### config.mk
export PLATFORM = sky130hd
export DESIGN_NAME = c2c_wbuf
export DESIGN_NICKNAME = d
export VERILOG_FILES = /design/src/rtl/c2c_wbuf.sv
export SDC_FILE = /design/constraint.sdc
export NUM_CORES = 1
export LEC_CHECK = 0
export ABC_AREA = 0
export CORE_UTILIZATION = 50
export DETAILED_ROUTE_END_ITERATION = 10
export GPL_ROUTABILITY_DRIVEN = 0
export PLACE_DENSITY = 0.74
export SYNTH_ARGS = -nofsm -noshare
export SYNTH_HDL_FRONTEND = slang
export SYNTH_SLANG_ARGS = --single-unit
### constraint.sdc
create_clock -name clk -period 5 [get_ports clk]
set_input_delay 1 -clock clk [delete_from_list [all_inputs] [get_ports clk]]
set_output_delay 1 -clock clk [all_outputs]
set_load 0.1 [all_outputs]
### src/rtl/c2c_wbuf.sv
// Posted-write buffer between a core slave port and a cache master port.
// Optional macro C2C_WBUF_MERGE_EN folds same-word writes into the tail entry.
module c2c_wbuf #(
  parameter int XLEN  = 32,
  parameter int DEPTH = 4
) (
  input  logic                     clk,
  input  logic                     rst,
  input  logic                     c_we,
  input  logic [XLEN/8-1:0]        c_sel,
  input  logic [XLEN-1:0]          c_addr,
  input  logic [XLEN-1:0]          c_data,
  output logic                     c_ack,
  output logic                     m_we,
  output logic [XLEN/8-1:0]        m_sel,
  output logic [XLEN-1:0]          m_addr,
  output logic [XLEN-1:0]          m_data,
  input  logic                     m_ack,
  output logic [$clog2(DEPTH):0]   count,
  output logic                     empty
);

  localparam int SW = XLEN / 8;
  localparam int AW = $clog2(DEPTH);
  localparam int CW = AW + 1;
  localparam logic [CW-1:0] FULL_C = CW'(DEPTH);

  logic [XLEN-1:0] addr_mem_r [DEPTH];
  logic [SW-1:0]   sel_mem_r  [DEPTH];
  logic [XLEN-1:0] data_mem_r [DEPTH];

  logic [AW-1:0] wptr_r;
  logic [AW-1:0] rptr_r;
  logic [CW-1:0] count_r;
  logic [AW-1:0] tail_ptr_s;
  logic          merge_hit_s;
  logic          full_s;
  logic          merge_s;
  logic          new_entry_s;
  logic          pop_s;

  assign tail_ptr_s = wptr_r - AW'(1);

`ifdef C2C_WBUF_MERGE_EN
  localparam int LSB = $clog2(SW);

  // Tail is never the head while two or more entries are queued, so the head stays untouched.
  always_comb begin
    merge_hit_s = (count_r >= CW'(2)) &&
                  (c_addr[XLEN-1:LSB] == addr_mem_r[tail_ptr_s][XLEN-1:LSB]);
  end
`else
  assign merge_hit_s = 1'b0;
`endif

  // Core handshake and push/pop decode.
  always_comb begin
    full_s      = (count_r == FULL_C);
    c_ack       = c_we && (!full_s || merge_hit_s);
    merge_s     = c_ack && merge_hit_s;
    new_entry_s = c_ack && !merge_hit_s;
    pop_s       = m_we && m_ack;
  end

  assign count  = count_r;
  assign empty  = (count_r == CW'(0));
  assign m_we   = !empty;
  assign m_addr = addr_mem_r[rptr_r];
  assign m_sel  = sel_mem_r[rptr_r];
  assign m_data = data_mem_r[rptr_r];

  // Entry storage; contents are only visible through the pointers, so no reset is needed.
  always_ff @(posedge clk) begin
    if (new_entry_s) begin
      addr_mem_r[wptr_r] <= c_addr;
      sel_mem_r[wptr_r]  <= c_sel;
      data_mem_r[wptr_r] <= c_data;
    end else if (merge_s) begin
      sel_mem_r[tail_ptr_s] <= sel_mem_r[tail_ptr_s] | c_sel;
      for (int b = 0; b < SW; b++) begin
        if (c_sel[b]) begin
          data_mem_r[tail_ptr_s][8*b +: 8] <= c_data[8*b +: 8];
        end
      end
    end
  end

  // Pointer and occupancy bookkeeping.
  always_ff @(posedge clk or posedge rst) begin
    if (rst) begin
      wptr_r  <= AW'(0);
      rptr_r  <= AW'(0);
      count_r <= CW'(0);
    end else begin
      if (new_entry_s) begin
        wptr_r <= wptr_r + AW'(1);
      end
      if (pop_s) begin
        rptr_r <= rptr_r + AW'(1);
      end
      case ({new_entry_s, pop_s})
        2'b10:   count_r <= count_r + CW'(1);
        2'b01:   count_r <= count_r - CW'(1);
        default: count_r <= count_r;
      endcase
    end
  end

endmodule

-- Word-level counts from Yosys, hierarchy flattened
Memories as Yosys holds them, arrays and structs flattened.
Index checks and enable logic that the tools add are counted.
- bits in writable memories: 272
- register bits after elaboration: 7
- memories kept: 3
- logic and storage cells: 22
- bits of input ports: 72
- output and inout port bits: 74
- multiplexer cells: 3
- equality and inequality tests: 3
- add/subtract/negate cells: 4
- reductions and logical operators: 6
- memory list (memory ; words ; bits a word ; rd ports ; clocked after memory_dff ; wr ports ; line ; RTL):
    addr_mem_r ; 4 ; 32 ; 1 ; 0 ; 1 ; 28 ; logic [XLEN-1:0] addr_mem_r [DEPTH];
    data_mem_r ; 4 ; 32 ; 1 ; 0 ; 1 ; 30 ; logic [XLEN-1:0] data_mem_r [DEPTH];
    sel_mem_r ; 4 ; 4 ; 1 ; 0 ; 1 ; 29 ; logic [SW-1:0] sel_mem_r [DEPTH];
- operators with widths (kind ; number):
    3-bit case mux with 2 select lines ; 1
    2-bit by 1-bit adder with 2-bit output, second input constant ; 2
    3-bit by 1-bit adder with 3-bit output, second input constant ; 1
    3-bit equality test, second input constant ; 1
    3-bit logical NOT ; 1
    3-bit by 1-bit subtractor with 3-bit output, second input constant ; 1
    2-bit by 1-bit equality test with 1-bit output, second input constant ; 1
    2-bit equality test, second input constant ; 1
    1-bit logical AND ; 2
    1-bit logical NOT ; 2
    1-bit two-way mux ; 2
    2-bit nonzero test ; 1

-- Logic depth before layout (Yosys ltp)
Gate-level depths: netlist of the first run.
- depth in word-level cells: 5
- gate-level depth with buffers: 9
- mapped depth without buffers: 9

-- Least setup slack after synthesis of the first run
Ideal clock, no wire load.
- path type: register to register
- start: register count_r[0] (netlist: count[0])
- end: memory addr_mem_r[0][0], enable pin
- arrival: 3.684 ns
- stages on the path, launching flop included: 4
- library setup time: 0.433 ns
- required time: 4.567 ns
- buffers on the path: 0
- clock period less this slack: 4.118 ns
- setup slack: 0.882 ns
- cell sequence: dfrtp_1 inv_1 a31oi_4 and2_1
- cells in the longest elaborated chain, start to end: 5
- RTL lines (element ; line ; RTL):
    from (decl) ; 34 ; logic [CW-1:0] count_r;
    from (signal assigned) ; 102 ; 2'b10: count_r <= count_r + CW'(1);
    from (signal assigned) ; 103 ; 2'b01: count_r <= count_r - CW'(1);
    from (signal assigned) ; 104 ; default: count_r <= count_r;
    3-bit equality test ; 58 ; full_s = (count_r == FULL_C);
    1-bit logical NOT ; 59 ; c_ack = c_we && (!full_s || merge_hit_s);
    1-bit logical AND ; 59 ;
    net c_ack ; 13 ; output logic c_ack,
    1-bit two-way mux ; 74 ; if (new_entry_s) begin
    1-bit two-way mux (not written as such) ; 75 ; addr_mem_r[wptr_r] <= c_addr;
    to (decl) ; 28 ;
The timed path passes the listed nets, and every way through them passes these cells.

-- Final worst setup path of the first run
- start: register rptr_r[0]
- end: output m_data[22]
- cells in the longest elaborated chain, start to end: 1
- RTL lines (element ; line ; RTL):
    from (decl) ; 33 ; logic [AW-1:0] rptr_r;
    from (signal assigned) ; 99 ; rptr_r <= rptr_r + AW'(1);
    memory 4 x 32 bit ; - ;
    to (decl) ; 17 ; output logic [XLEN-1:0] m_data,
No other way between the ends.

==> results of run 1 <==
[area by class of cell]
cell class	instances	area [um^2]
sequential	279	8350
fill	1313	7250
multi-input combinational	91	1770
timing repair buffer	147	1480
clock buffer	34	785
tap	270	338
clock inverter	18	231
inverter	9	33.8
[per-stage QoR]
stage	utilization	instances
6_report	0.642	848
5_1_grt	0.642	848
3_5_place_dp	0.591	796
2_1_floorplan	-	395
4_1_cts	0.642	848
3_3_place_gp	0.591	796
[per-layer routing]
metal | wire, um | GRT usage | vias up
met5 | 0 | 0 | -
met4 | 276 | 0.0432 | 0
met3 | 1460 | 0.0476 | 25
met2 | 8560 | 0.278 | 170
met1 | 7280 | 0.237 | 2376
li1 | - | - | 2007
[cell families (layout without fill, tap and decap cells)]
logic type,count (synthesis),in the layout,synth area share
simple gates,7,7,0.00375
flops,279,279,0.808
xor+xnor,6,6,0.00509
compound gates,2,2,0.00291
buf+inv,25,208,0.0223
fa+ha+maj,6,6,0.00799
mux,70,70,0.150
[state kept, by name, summed over array words and instances (netlist names)]
register	flops
addr_mem_r	128
data_mem_r	128
sel_mem_r	16
count	3
rptr_r	2
wptr_r	2
[how the worst max path moves through the flow]
stage,endpoint,depth (start not counted),slack [ns],startpoint
floorplan,addr_mem_r[0][0]$_DFFE_PP_,3,0.88,count[0]$_DFFE_PP0P_
global placement,m_data[22],3,1.23,rptr_r[0]$_DFFE_PP0P_
detailed placement,m_data[7],3,1.23,rptr_r[0]$_DFFE_PP0P_
CTS,m_data[22],3,0.66,rptr_r[0]$_DFFE_PP0P_
global route,m_data[22],3,0.53,rptr_r[0]$_DFFE_PP0P_
finish,m_data[22],3,0.74,rptr_r[0]$_DFFE_PP0P_
[layout by cell type, fill, tap and decap left out, types with 4 or more instances in the layout]
master / n
edfxtp_1: 272
clkdlybuf4s50_1: 144
mux4_2: 68
clkbuf_16: 29
inv_1: 9
ha_1: 5
clkinvlp_4: 5
bufinv_16: 5
dfrtp_1: 5
and2_4: 4
clkbuf_8: 4
[synth_stat cells]
master,number
buf_12,7
fa_1,1
buf_2,6
xor2_1,3
or3_1,1
a31oi_4,1
mux2_2,1
xnor2_1,3
buf_4,2
ha_1,5
mux4_2,68
buf_6,1
and2_1,4
edfxtp_1,272
nor2_1,1
o31a_1,1
mux2i_1,1
inv_1,9
dfrtp_1,7
nand2_1,1
[critical path, cell delays in order (launching register included)]
cell             delay, ns
dfrtp_4               0.74
buf_4                 0.42
mux4_2                0.55
clkdlybuf4s50_1       1.02
==> results.cfg, run 1 <==
[run_status]
outcome = completed

[worst_hold_path]
min_path_cells = 1
min_to = count[0]$_DFFE_PP0P_
hp-start = count[0]$_DFFE_PP0P_
min_path_type = reg2reg

[synth]
syn_area_um2 = 10300
synthCells = 395
ys_types = 20
yosys_register_bits = 279
yosysWarningCount = 0
synth_top_cell_by_area = edfxtp_1
syn_nets = 473
ys_seq_area_frac = 0.808
synth_top_area_share = 0.791
synth_area_leaders = edfxtp_1 79%, mux4_2 15%, dfrtp_1 1.7%
syn_avg_cell_area_um2 = 26.2

[worst_setup_path]
critPathMaxFanout = 25
startpoint_type = flip-flop
r2r_cells = 3
regToRegStartpoint = count[0]$_DFFE_PP0P_
critPathArrivalTime_ns = 3.26
path_class = reg2out
r2r_end = data_mem_r[1][29]$_DFFE_PP_
regToRegSetupSlack_ns = 2.75
crit_required_ns = 4.00
crit_path_end_kind = output port

[floorplan]
start_util = 0.511
io_pins = 146
coreArea_um2 = 20200
rows = 52
chipHeight_um = 146
die_w_um = 146
die_area_um2 = 21200

[placed_design]
portBuffers = 145
placed_area_um2 = 12000
dp_hpwl_mm = 9.70
dpl_worst_slack_ns = 1.23

[sta]
whs_ns = 0.565
hold_viol = 0
finalMaxSlewViolations = 0
fin_crit_ns = 4.26
worst_clock_skew_ns = 0.00888
setup_viol = 0
worstMarginPinSlew_ns = 1.07
rsz0062_at_grt = false
clock.fmax_mhz = 235
setup_ws_ns = 0.739
finalCritPeriodShare = 0.852
maxSlewHeadroom = 0.286
fin_tns_setup_ns = 0

[final_layout]
antennaDiodeCount = 0
fin_nets = 634
drive_above_1_share = 0.220
finish.instance_area_um2 = 13000
area_growth_syn_to_layout_pct = 25.7

[route]
post_drt_wl_per_cell_um = 20.7
wirelength_mm = 17.6
drt_first_pass_iters = 4
vias_per_cell = 5.40
drt_iter0_markers = 173
vias = 4578
drc = 0
drtAntennaViolNets = 0

[cts]
clk_pin_slew_worst_paths_ns = 0.06
cts_tree = done
cts_buffers = 28
cts_hold_buf = 0
cts.sinks = 279
clk_path_buf_depth = 3
post_cts_resized = 0
cts_setup_buffers = 0
clock_latency_ns = 0.52
clockRootBuffer = clkbuf_16
htreeDepth = 1

[job]
drv_cap = 0

[global_route]
grt_pass1_vias = 5040
gr-usage-all-layers = 0.173
grt_max_degree = 70
antenna_found_initial = 0
grt_pass1_wl_mm = 28.0
overflow = 0
Power of run 1 is left out: the tool's default activity adds up to more than one toggle a clock period on the data nets, which glitch-free logic cannot reach.
==> run 2, diff against run 1 <==
Settings changed: CORE_UTILIZATION 50 to 58, PLACE_DENSITY 0.74 to not set, PLACE_DENSITY_LB_ADDON set to 0.08.
==> run 2 against run 1 <==
  * Routed wire length shrank 0.93%
  * Cell area fell by 1.2%
  * Final cell count down 5.3%
  * Maximum frequency rose by 4.0%
  * Hold slack gained 0.0011 ns
  * Die area down 14%
  * Flip-flop and latch count unchanged
  * Via count down 1.5%
  * Global-route usage up 2.7 points
  * Sequential share of layout area is 0.78 points higher
  * Non-clock buffer count grew 1
  * Critical path type unchanged
==> results.cfg, run 2 (synthesized netlist as in run 1, its figures left out) <==
[worst_setup_path]
regToRegStartpoint = count[0]$_DFFE_PP0P_
crit_path_end_kind = output port
crit_required_ns = 4.00
path_class = reg2out
startpoint_type = flip-flop
cp-startpoint = rptr_r[0]$_DFFE_PP0P_
crit_slowest_cell = clkdlybuf4s50_1
critPathArrivalTime_ns = 3.10
crit_buf_inv = 2
crit_path_max_incr_delay_ns = 0.99
critPathMaxFanout = 21
critPathTopFamily = buffers and inverters
path_cells = buf_4, mux4_2, clkdlybuf4s50_1

[cts]
cts_tree = done
cts.sinks = 279
post_cts_resized = 0
clock_latency_ns = 0.52
cts_setup_buffers = 0
clockRootBuffer = clkbuf_16
clk_pin_slew_worst_paths_ns = 0.06
htreeDepth = 1
cts_hold_buf = 0
clk_path_buf_depth = 3
cts_buffers = 28

[floorplan]
io_pins = 146
coreArea_um2 = 17400
die_area_um2 = 18300
rows = 48
die_w_um = 135
start_util = 0.595
chipHeight_um = 135

[route]
drtAntennaViolNets = 0
vias = 4509
drc = 0
drt_first_pass_iters = 4
post_drt_wl_per_cell_um = 21.7
vias_per_cell = 5.62
drt_iter0_markers = 262
wirelength_mm = 17.4

[placed_design]
dp_hpwl_mm = 9.84
dp.cells = 752
portBuffers = 145

[global_route]
antenna_found_initial = 0
grt_pass1_vias = 4854
gr-usage-all-layers = 0.200
grt_pass1_wl_mm = 27.1
overflow = 0
grt_max_degree = 69

[sta]
rsz0062_at_grt = false
worstMarginPinSlew_ns = 1.05
finalMaxSlewViolations = 0
clock.fmax_mhz = 244
worst_clock_skew_ns = 0.00607
hold_viol = 0
finalCritPeriodShare = 0.819
fin_tns_setup_ns = 0
maxSlewHeadroom = 0.297
fin_crit_ns = 4.10
whs_ns = 0.567
setup_viol = 0

[worst_hold_path]
min_path_type = reg2reg
hp-start = count[0]$_DFFE_PP0P_

[final_layout]
area_growth_syn_to_layout_pct = 24.2
layout_common_cells = 272 x edfxtp_1, 141 x clkdlybuf4s50_1, 68 x mux4_2, 29 x clkbuf_16, 9 x inv_1
layout_commonest_cell = edfxtp_1
antennaDiodeCount = 0
drive_above_1_share = 0.211
fin_cells = 803
reg.largest.list = addr_mem_r: 128 flops, data_mem_r: 128 flops, sel_mem_r: 16 flops
fin_nets = 635

[job]
drv_cap = 0

[run_status]
outcome = completed
run 2: layer usage:
metal  global-route usage  wire, um  vias up
li1                     -         -     2013
met1                0.277      7270     2327
met2                0.325      8750      144
met3               0.0468      1120       25
met4               0.0518       263        0
met5                    0         0        -
run 2: cell type report:
class                           count  area, um^2
Clock buffer                       34         744
Clock inverter                     17         159
Fill cell                         991        4530
Inverter                            9        33.8
Multi-Input combinational cell     91        1770
Sequential cell                   279        8350
Tap cell                          225         282
Timing Repair Buffer              148        1490
run 2: stage by stage:
| step | setup WS [ns] | util | area, um^2 |
|---|---|---|---|
| floorplan | 0.882 | - | 10300 |
| global placement | 1.37 | 0.687 | 11900 |
| detailed placement | 1.38 | 0.687 | 11900 |
| CTS | 0.821 | 0.739 | 12800 |
| global route | 0.763 | 0.739 | 12800 |
| finish | 0.904 | 0.739 | 12800 |
run 2: worst paths after layout:
check / end / slack (ns) / depth (start not counted)
max in group asynchronous: rptr_r[1]$_DFFE_PP0P_ / 3.94 / 2
setup / recovery: m_data[20] / 0.90 / 3
min in group asynchronous: count[1]$_DFFE_PP0P_ / 0.79 / 2
setup reg to reg: data_mem_r[3][29]$_DFFE_PP_ / 2.77 / 3
hold reg to reg: count[0]$_DFFE_PP0P_ / 0.57 / 1
hold / removal: count[0]$_DFFE_PP0P_ / 0.57 / 1
Power of run 2 is left out for the same reason.
